$ cat config.mk
export PLATFORM = sky130hd
export DESIGN_NAME = irq_pending_ctrl
export DESIGN_NICKNAME = d
export VERILOG_FILES = /design/src/rtl/irq_pkg.sv /design/src/rtl/rise_detect.sv /design/src/rtl/irq_pending_ctrl.sv
export SDC_FILE = /design/constraint.sdc
export NUM_CORES = 1
export LEC_CHECK = 0
export BUFFER_PORTS_ARGS = -buffer_cell sky130_fd_sc_hd__buf_2
export CAP_MARGIN = 20
export CORE_AREA = 2 2 39 41
export DETAILED_ROUTE_END_ITERATION = 10
export DIE_AREA = 0 0 41 43
export PLACE_DENSITY_LB_ADDON = 0.2
export SETUP_SLACK_MARGIN = 0.1
export SYNTH_ARGS = -nofsm -noshare
export SYNTH_HDL_FRONTEND = slang
export SYNTH_HIERARCHICAL = 1
export SYNTH_SLANG_ARGS = --single-unit
$ cat constraint.sdc
create_clock -name clk -period 2.37 [get_ports clk]
set_input_delay 0.1185 -clock clk [delete_from_list [all_inputs] [get_ports clk]]
set_output_delay 0.1185 -clock clk [all_outputs]
set_load 0.01 [all_outputs]
$ cat src/rtl/irq_pkg.sv
// Shared constants and FSM state type for the interrupt pending controller.
package irq_pkg;
  localparam int N   = 3;
  localparam int IDW = 2;

  typedef enum logic [1:0] {
    IDLE    = 2'd0,
    PRESENT = 2'd1,
    HOLDOFF = 2'd2
  } state_e;
endpackage

$ cat src/rtl/rise_detect.sv
// Registered rising-edge detector: rise_o is high for the cycle in which req_i
// goes 0->1.
module rise_detect #(
  parameter int W = 3
) (
  input  logic         clk,
  input  logic         rst,
  input  logic [W-1:0] req_i,
  output logic [W-1:0] rise_o
);
  logic [W-1:0] req_q;

  always_ff @(posedge clk or posedge rst) begin
    if (rst) req_q <= '0;
    else     req_q <= req_i;
  end

  // Reset leaves the history low, so a line already high at release counts as an edge.
  assign rise_o = req_i & ~req_q;
endmodule

$ cat src/rtl/irq_pending_ctrl.sv
// Rising-edge request capture, masked presentation to the downstream priority
// encoder, and the valid/ack service sequencer that clears the serviced bit.
//
// state   | meaning
// IDLE    | waiting for a valid in-range encoder index
// PRESENT | irq_valid high, irq_id held until irq_ack
// HOLDOFF | one dead cycle so the cleared bit leaves the encoder
module irq_pending_ctrl
  import irq_pkg::*;
(
  input  logic           clk,
  input  logic           rst,
  input  logic [N-1:0]   req_in,
  input  logic [N-1:0]   mask_in,
  output logic [N-1:0]   pend_to_enc,
  input  logic [IDW-1:0] enc_idx,
  input  logic           enc_valid,
  output logic           irq_valid,
  output logic [IDW-1:0] irq_id,
  input  logic           irq_ack,
  output logic [N-1:0]   pending,
  output logic [N-1:0]   overflow,
  input  logic           ovf_clr
);
  state_e         state_q;
  logic           irq_valid_q;
  logic [IDW-1:0] irq_id_q;
  logic [N-1:0]   pending_q, pending_d;
  logic [N-1:0]   overflow_q, overflow_d;
  logic [N-1:0]   rise;
  logic [N-1:0]   clr_vec;
  logic           ack_acc;

  rise_detect #(.W(N)) u_rise (
    .clk    (clk),
    .rst    (rst),
    .req_i  (req_in),
    .rise_o (rise)
  );

  assign ack_acc = (state_q == PRESENT) && irq_ack;

  // Set beats clear; a re-arm on the bit being serviced is not an overflow.
  always_comb begin
    clr_vec    = ack_acc ? (N'(1) << irq_id_q) : '0;
    pending_d  = (pending_q & ~clr_vec) | rise;
    overflow_d = (overflow_q & ~{N{ovf_clr}}) | (rise & pending_q & ~clr_vec);
  end

  always_ff @(posedge clk or posedge rst) begin
    if (rst) begin
      pending_q  <= '0;
      overflow_q <= '0;
    end else begin
      pending_q  <= pending_d;
      overflow_q <= overflow_d;
    end
  end

  always_ff @(posedge clk or posedge rst) begin
    if (rst) begin
      state_q     <= IDLE;
      irq_valid_q <= 1'b0;
      irq_id_q    <= '0;
    end else begin
      case (state_q)
        IDLE: begin
          if (enc_valid && (enc_idx < IDW'(N))) begin
            irq_id_q    <= enc_idx;
            irq_valid_q <= 1'b1;
            state_q     <= PRESENT;
          end
        end
        PRESENT: begin
          if (irq_ack) begin
            irq_valid_q <= 1'b0;
            state_q     <= HOLDOFF;
          end
        end
        HOLDOFF: begin
          irq_valid_q <= 1'b0;
          state_q     <= IDLE;
        end
        default: begin
          irq_valid_q <= 1'b0;
          state_q     <= IDLE;
        end
      endcase
    end
  end

  assign pend_to_enc = pending_q & ~mask_in;
  assign pending     = pending_q;
  assign overflow    = overflow_q;
  assign irq_valid   = irq_valid_q;
  assign irq_id      = irq_id_q;
endmodule

Word-level counts from Yosys, hierarchy flattened
Cells that the tools add are included.

cells by class
  equal/unequal tests = 3
  shift operators = 1
  reductions and logical operators = 5
  bitwise operators = 12
  order comparisons = 1
  muxes and demuxes = 7

operators with widths
  operator             number
  $and 3x3->3          6
  $not 3->3            4
  $or 3x3->3           2
  $mux 2               2
  $ne 2x2->1 const B   2
  $pmux 2 s2           1
  $reduce_and 2->1     2
  $mux 3               1
  $shl 1x2->3 const A  1
  $eq 2x1->1 const B   1
  $logic_and 1x1->1    2
  $logic_not 2->1      1
  $lt 2x2->1 const B   1
  $mux 1               2
  $pmux 1 s2           1

word-level totals
  word-level logic and storage cells = 35
  flip-flop bits (word level) = 14

Longest topological paths before layout
  depth after elaboration = 6
  depth in mapped cells = 3

Modules after synthesis
Netlist, hierarchy kept.

modules (own cells, without submodules)
  module            area an instance (sq um)  cells an instance  times used
  irq_pending_ctrl  450.4                     41                 1
  rise_detect       120.1                     7                  1

Least setup slack after synthesis
Ideal clock, no wire load.

  path type = register to register
  start = register irq_id_q[1] (netlist: irq_id[1])
  end = register overflow_q[1] (netlist: overflow[1])
  setup slack = 1.200 ns
  buffers on the path = 0
  data arrival time = 1.048 ns
  stages on the path, launching flop included = 4
  setup time = 0.122 ns
  cell sequence = dfrtp_1 or3b_4 o21ai_2 o2bb2ai_1

on the way
  cells in the longest elaborated chain, start to end = 5

ends and longest elaborated chain
  what                     line                    source
  from (decl)              irq_pending_ctrl.sv:27  logic [IDW-1:0] irq_id_q;
  from (signal assigned)   irq_pending_ctrl.sv:69  irq_id_q <= enc_idx;
  $shl 1x2->3              irq_pending_ctrl.sv:45  clr_vec = ack_acc ? (N'(1) << irq_id_q) : '0;
  $mux 3                   irq_pending_ctrl.sv:45
  $not 3->3                irq_pending_ctrl.sv:47  overflow_d = (overflow_q & ~{N{ovf_clr}}) | (rise & pending_q & ~clr_vec);
  $and 3x3->3              irq_pending_ctrl.sv:47
  $or 3x3->3               irq_pending_ctrl.sv:47
  named net overflow_d[1]  irq_pending_ctrl.sv:29  logic [N-1:0] overflow_q, overflow_d;
  to (signal assigned)     irq_pending_ctrl.sv:56  overflow_q <= overflow_d;
  to (decl)                irq_pending_ctrl.sv:29

The timed path passes the listed nets, and every way through them passes these cells.
A chain may end at the register's enable or synchronous reset.

Final worst setup path
Same ends and word-level chain as after synthesis.

==> metrics.md <==
| Metric | Value |
|---|---|
| Setup WS post-layout | `1.18 ns` |
| Mapped Area | `571 um2` |
| Max Slew Vio Count | `0` |
| H-tree depth | `1` |
| IO Port Bufs | `24` |
| Power Density | `767 mW/mm2` |
| Buffer depth of the longest clock path | `2` |
| Mapped Nets | `61` |
| Core Area | `0.00138 mm2` |
| First-pass GRT wire length | `1.67 mm` |
| Die area | `0.00176 mm2` |
| Syn. warnings | `6` |
| Setup_tns | `0 ns` |
| RSZ-0062 raised after global routing | `no` |
| Count of final hold-check violations | `0` |
| Maximum vdd ir drop | `332 uV` |
| Rows | `14` |
| Dpl ws | `1.19 ns` |
| Startpoint Class | `flip-flop` |
| Post-cts repair resize count | `0` |
| Fill cell count | `121` |
| Vias in the first global route | `395` |
| Pin count of the biggest net entering global routing | `11` |
| Synth Area per Inst | `11.9 um2` |
| Synth Instances | `48` |
| WL/cell | `11.4 um` |
| Grt total ovfl | `0` |
| GP Congestion | `0.645` |
| Post-detail-place hpwl | `841 um` |
| Yosys cell types | `18` |
| Post-Synth Simple-Gate Area | `29.6%` |
| Worst-path maximum fanout | `4` |
| Mux cell area share after synthesis | `0%` |
| Diode count | `0` |
| DRC errors left | `0` |
| Initial DRT Pass Iterations | `2` |
| Crit share post-route | `50.0%` |
| Post-synthesis sequential area ratio | `57.0%` |
| Compound-cell area share of the yosys netlist | `10.1%` |
| IO Count | `25` |
| Setup Skew | `0.00115 ns` |
| Clock Sinks | `13` |
| Starting Density | `41.2%` |
| Worst Path Arrival | `1.35 ns` |
| Setup violators final | `0` |
| Largest family of logic cells by synthesized area | `simple AND/OR/NAND/NOR gates` |
| CTS tree | `done` |
| Clock Tree Root | `clkbuf_4` |
| CP Capture Type | `flip-flop` |
| Via/cell ratio | `4.69` |
| Leakage | `0.000379 uW` |
| Worst setup path class | `flip-flop to flip-flop` |
| Final WL | `1.10 mm` |
| Tot GR Track Use | `15.4%` |
| P&R area growth vs syn | `36.2%` |
| Drt initial violations | `2` |
| Reg clk slew, reported paths | `0.07 ns` |
| Worst min-delay path category | `input pin to flip-flop` |
| WP data required | `2.53 ns` |
| Crit path time final | `1.19 ns` |
| Die Span X | `41 um` |
| Max-Cap Viols | `0` |
| Post-Synth XOR/XNOR Area | `0%` |
| Relative max-transition margin | `73.3%` |
| Adder-cell area share of the yosys netlist | `0%` |
| Flops & latches, synth | `13` |
| Clock Latency Late Sink | `0.27 ns` |
| Initial antenna violation count | `0` |
| Final net count | `94` |
| DIE HEIGHT | `43 um` |
| Fraction of layout cells with a size suffix above 1 | `45.0%` |
| CTS buffer count | `3` |
| Max Clock Freq | `843 MHz` |
| Via count | `450` |
| Worst-Margin Slew | `0.395 ns` |
| Tot Pwr | `596 uW` |
| Status | `finished clean` |
| Detail Route Antenna Nets | `0` |
==> cells in the mapped netlist <==
cell / number / share of area [%]
a21o_1: 1 / 1.3
a21oi_1: 1 / 0.88
a32o_1: 1 / 1.8
and3b_2: 1 / 1.8
and4bb_2: 1 / 2.2
dfrtp_1: 13 / 57
inv_1: 5 / 3.3
nand2_1: 5 / 3.3
nand3b_1: 1 / 1.3
nor2_1: 4 / 2.6
nor2b_1: 3 / 3.3
nor2b_4: 3 / 7.2
nor4b_1: 2 / 3.1
o21ai_2: 2 / 3.1
o2bb2ai_1: 2 / 3.1
or2b_1: 1 / 1.3
or2b_2: 1 / 1.5
or3b_4: 1 / 2.0
==> logic make-up (layout without fill, tap and decap cells) <==
| kind of cell | Yosys count | after routing |
|---|---|---|
| simple gates | 23 | 23 |
| flops | 13 | 13 |
| compound gates | 7 | 7 |
| buf+inv | 5 | 37 |
==> worst paths after layout <==
path	startpoint	endpoint	slack [ns]	cells past startpoint
worst max-delay path	irq_id[1]$_DFFE_PP0P_	overflow[1]$_DFF_PP0_	1.18	3
worst min-delay path	enc_idx[0]	irq_id[0]$_DFFE_PP0P_	0.12	3
worst max register to register	irq_id[1]$_DFFE_PP0P_	overflow[1]$_DFF_PP0_	1.18	3
worst min register to register	overflow[1]$_DFF_PP0_	overflow[1]$_DFF_PP0_	0.49	1
max in group asynchronous	rst	pending[2]$_DFF_PP0_	1.74	3
min in group asynchronous	rst	u_rise/req_q[0]$_DFF_PP0_	0.26	3
==> metrics by stage <==
step                instance area, um2  hold slack (ns)  utilization [%]  instances
finish                             777            0.120             56.1         96
global route                       777            0.129             56.1         96
CTS                                777            0.112             56.1         96
detailed placement                 711          0.00281             51.4         88
global placement                   711         -0.00744             51.4         88
floorplan                          571           -0.128                -         48
==> cell usage in the layout (no fill, tap or decap), drive strengths merged, types with 2 or more instances in the layout <==
cell type    instances
nor2b                6
dfrtp               13
o2bb2ai              2
nor4b                2
dlygate4sd3          4
buf                 24
or2b                 2
o21ai                2
clkbuf               4
nand2                5
nor2                 4
inv                  5
==> power by group <==
group | switching [uW] | internal, uW
logic | 75.8 | 86.7
clock network | 67.6 | 65.2
registers | 39.4 | 261
total | 183 | 413
==> sequential cells by signal (all words and copies together) (netlist names) <==
| name | flops |
|---|---|
| irq_id | 2 |
| state_q | 2 |
| u_rise/req_q | 3 |
| overflow | 3 |
| pending | 3 |
==> what timing repair did <==
item | CTS | global route
setup endpoints to repair | 0 | 0
hold buffers | 4 | 0
buffers inserted | 0 | 0
hold endpoints to repair | 16 | 0
==> metal layers <==
layer | global-route usage, % | wire, um
met1 | 18.4 | 475
met2 | 20.0 | 532
met3 | 7.85 | 72
met4 | 12.0 | 14
met5 | 0 | 0
==> area by class of cell <==
class / count / area (um2) / share of cell area, %
clock buffer: 4 / 26.3 / 3.38
inverter: 5 / 18.8 / 2.42
multi-input combinational: 30 / 226 / 29.1
tap: 16 / 20.0 / 2.58
timing repair buffer: 28 / 160 / 20.6
sequential: 13 / 325 / 41.9
==> critical path: stages (launching register included) <==
cell	delay, ns
dfrtp_1	0.42
or3b_4	0.42
o21ai_2	0.16
o2bb2ai_1	0.08
(Power assumes the default switching activity.)
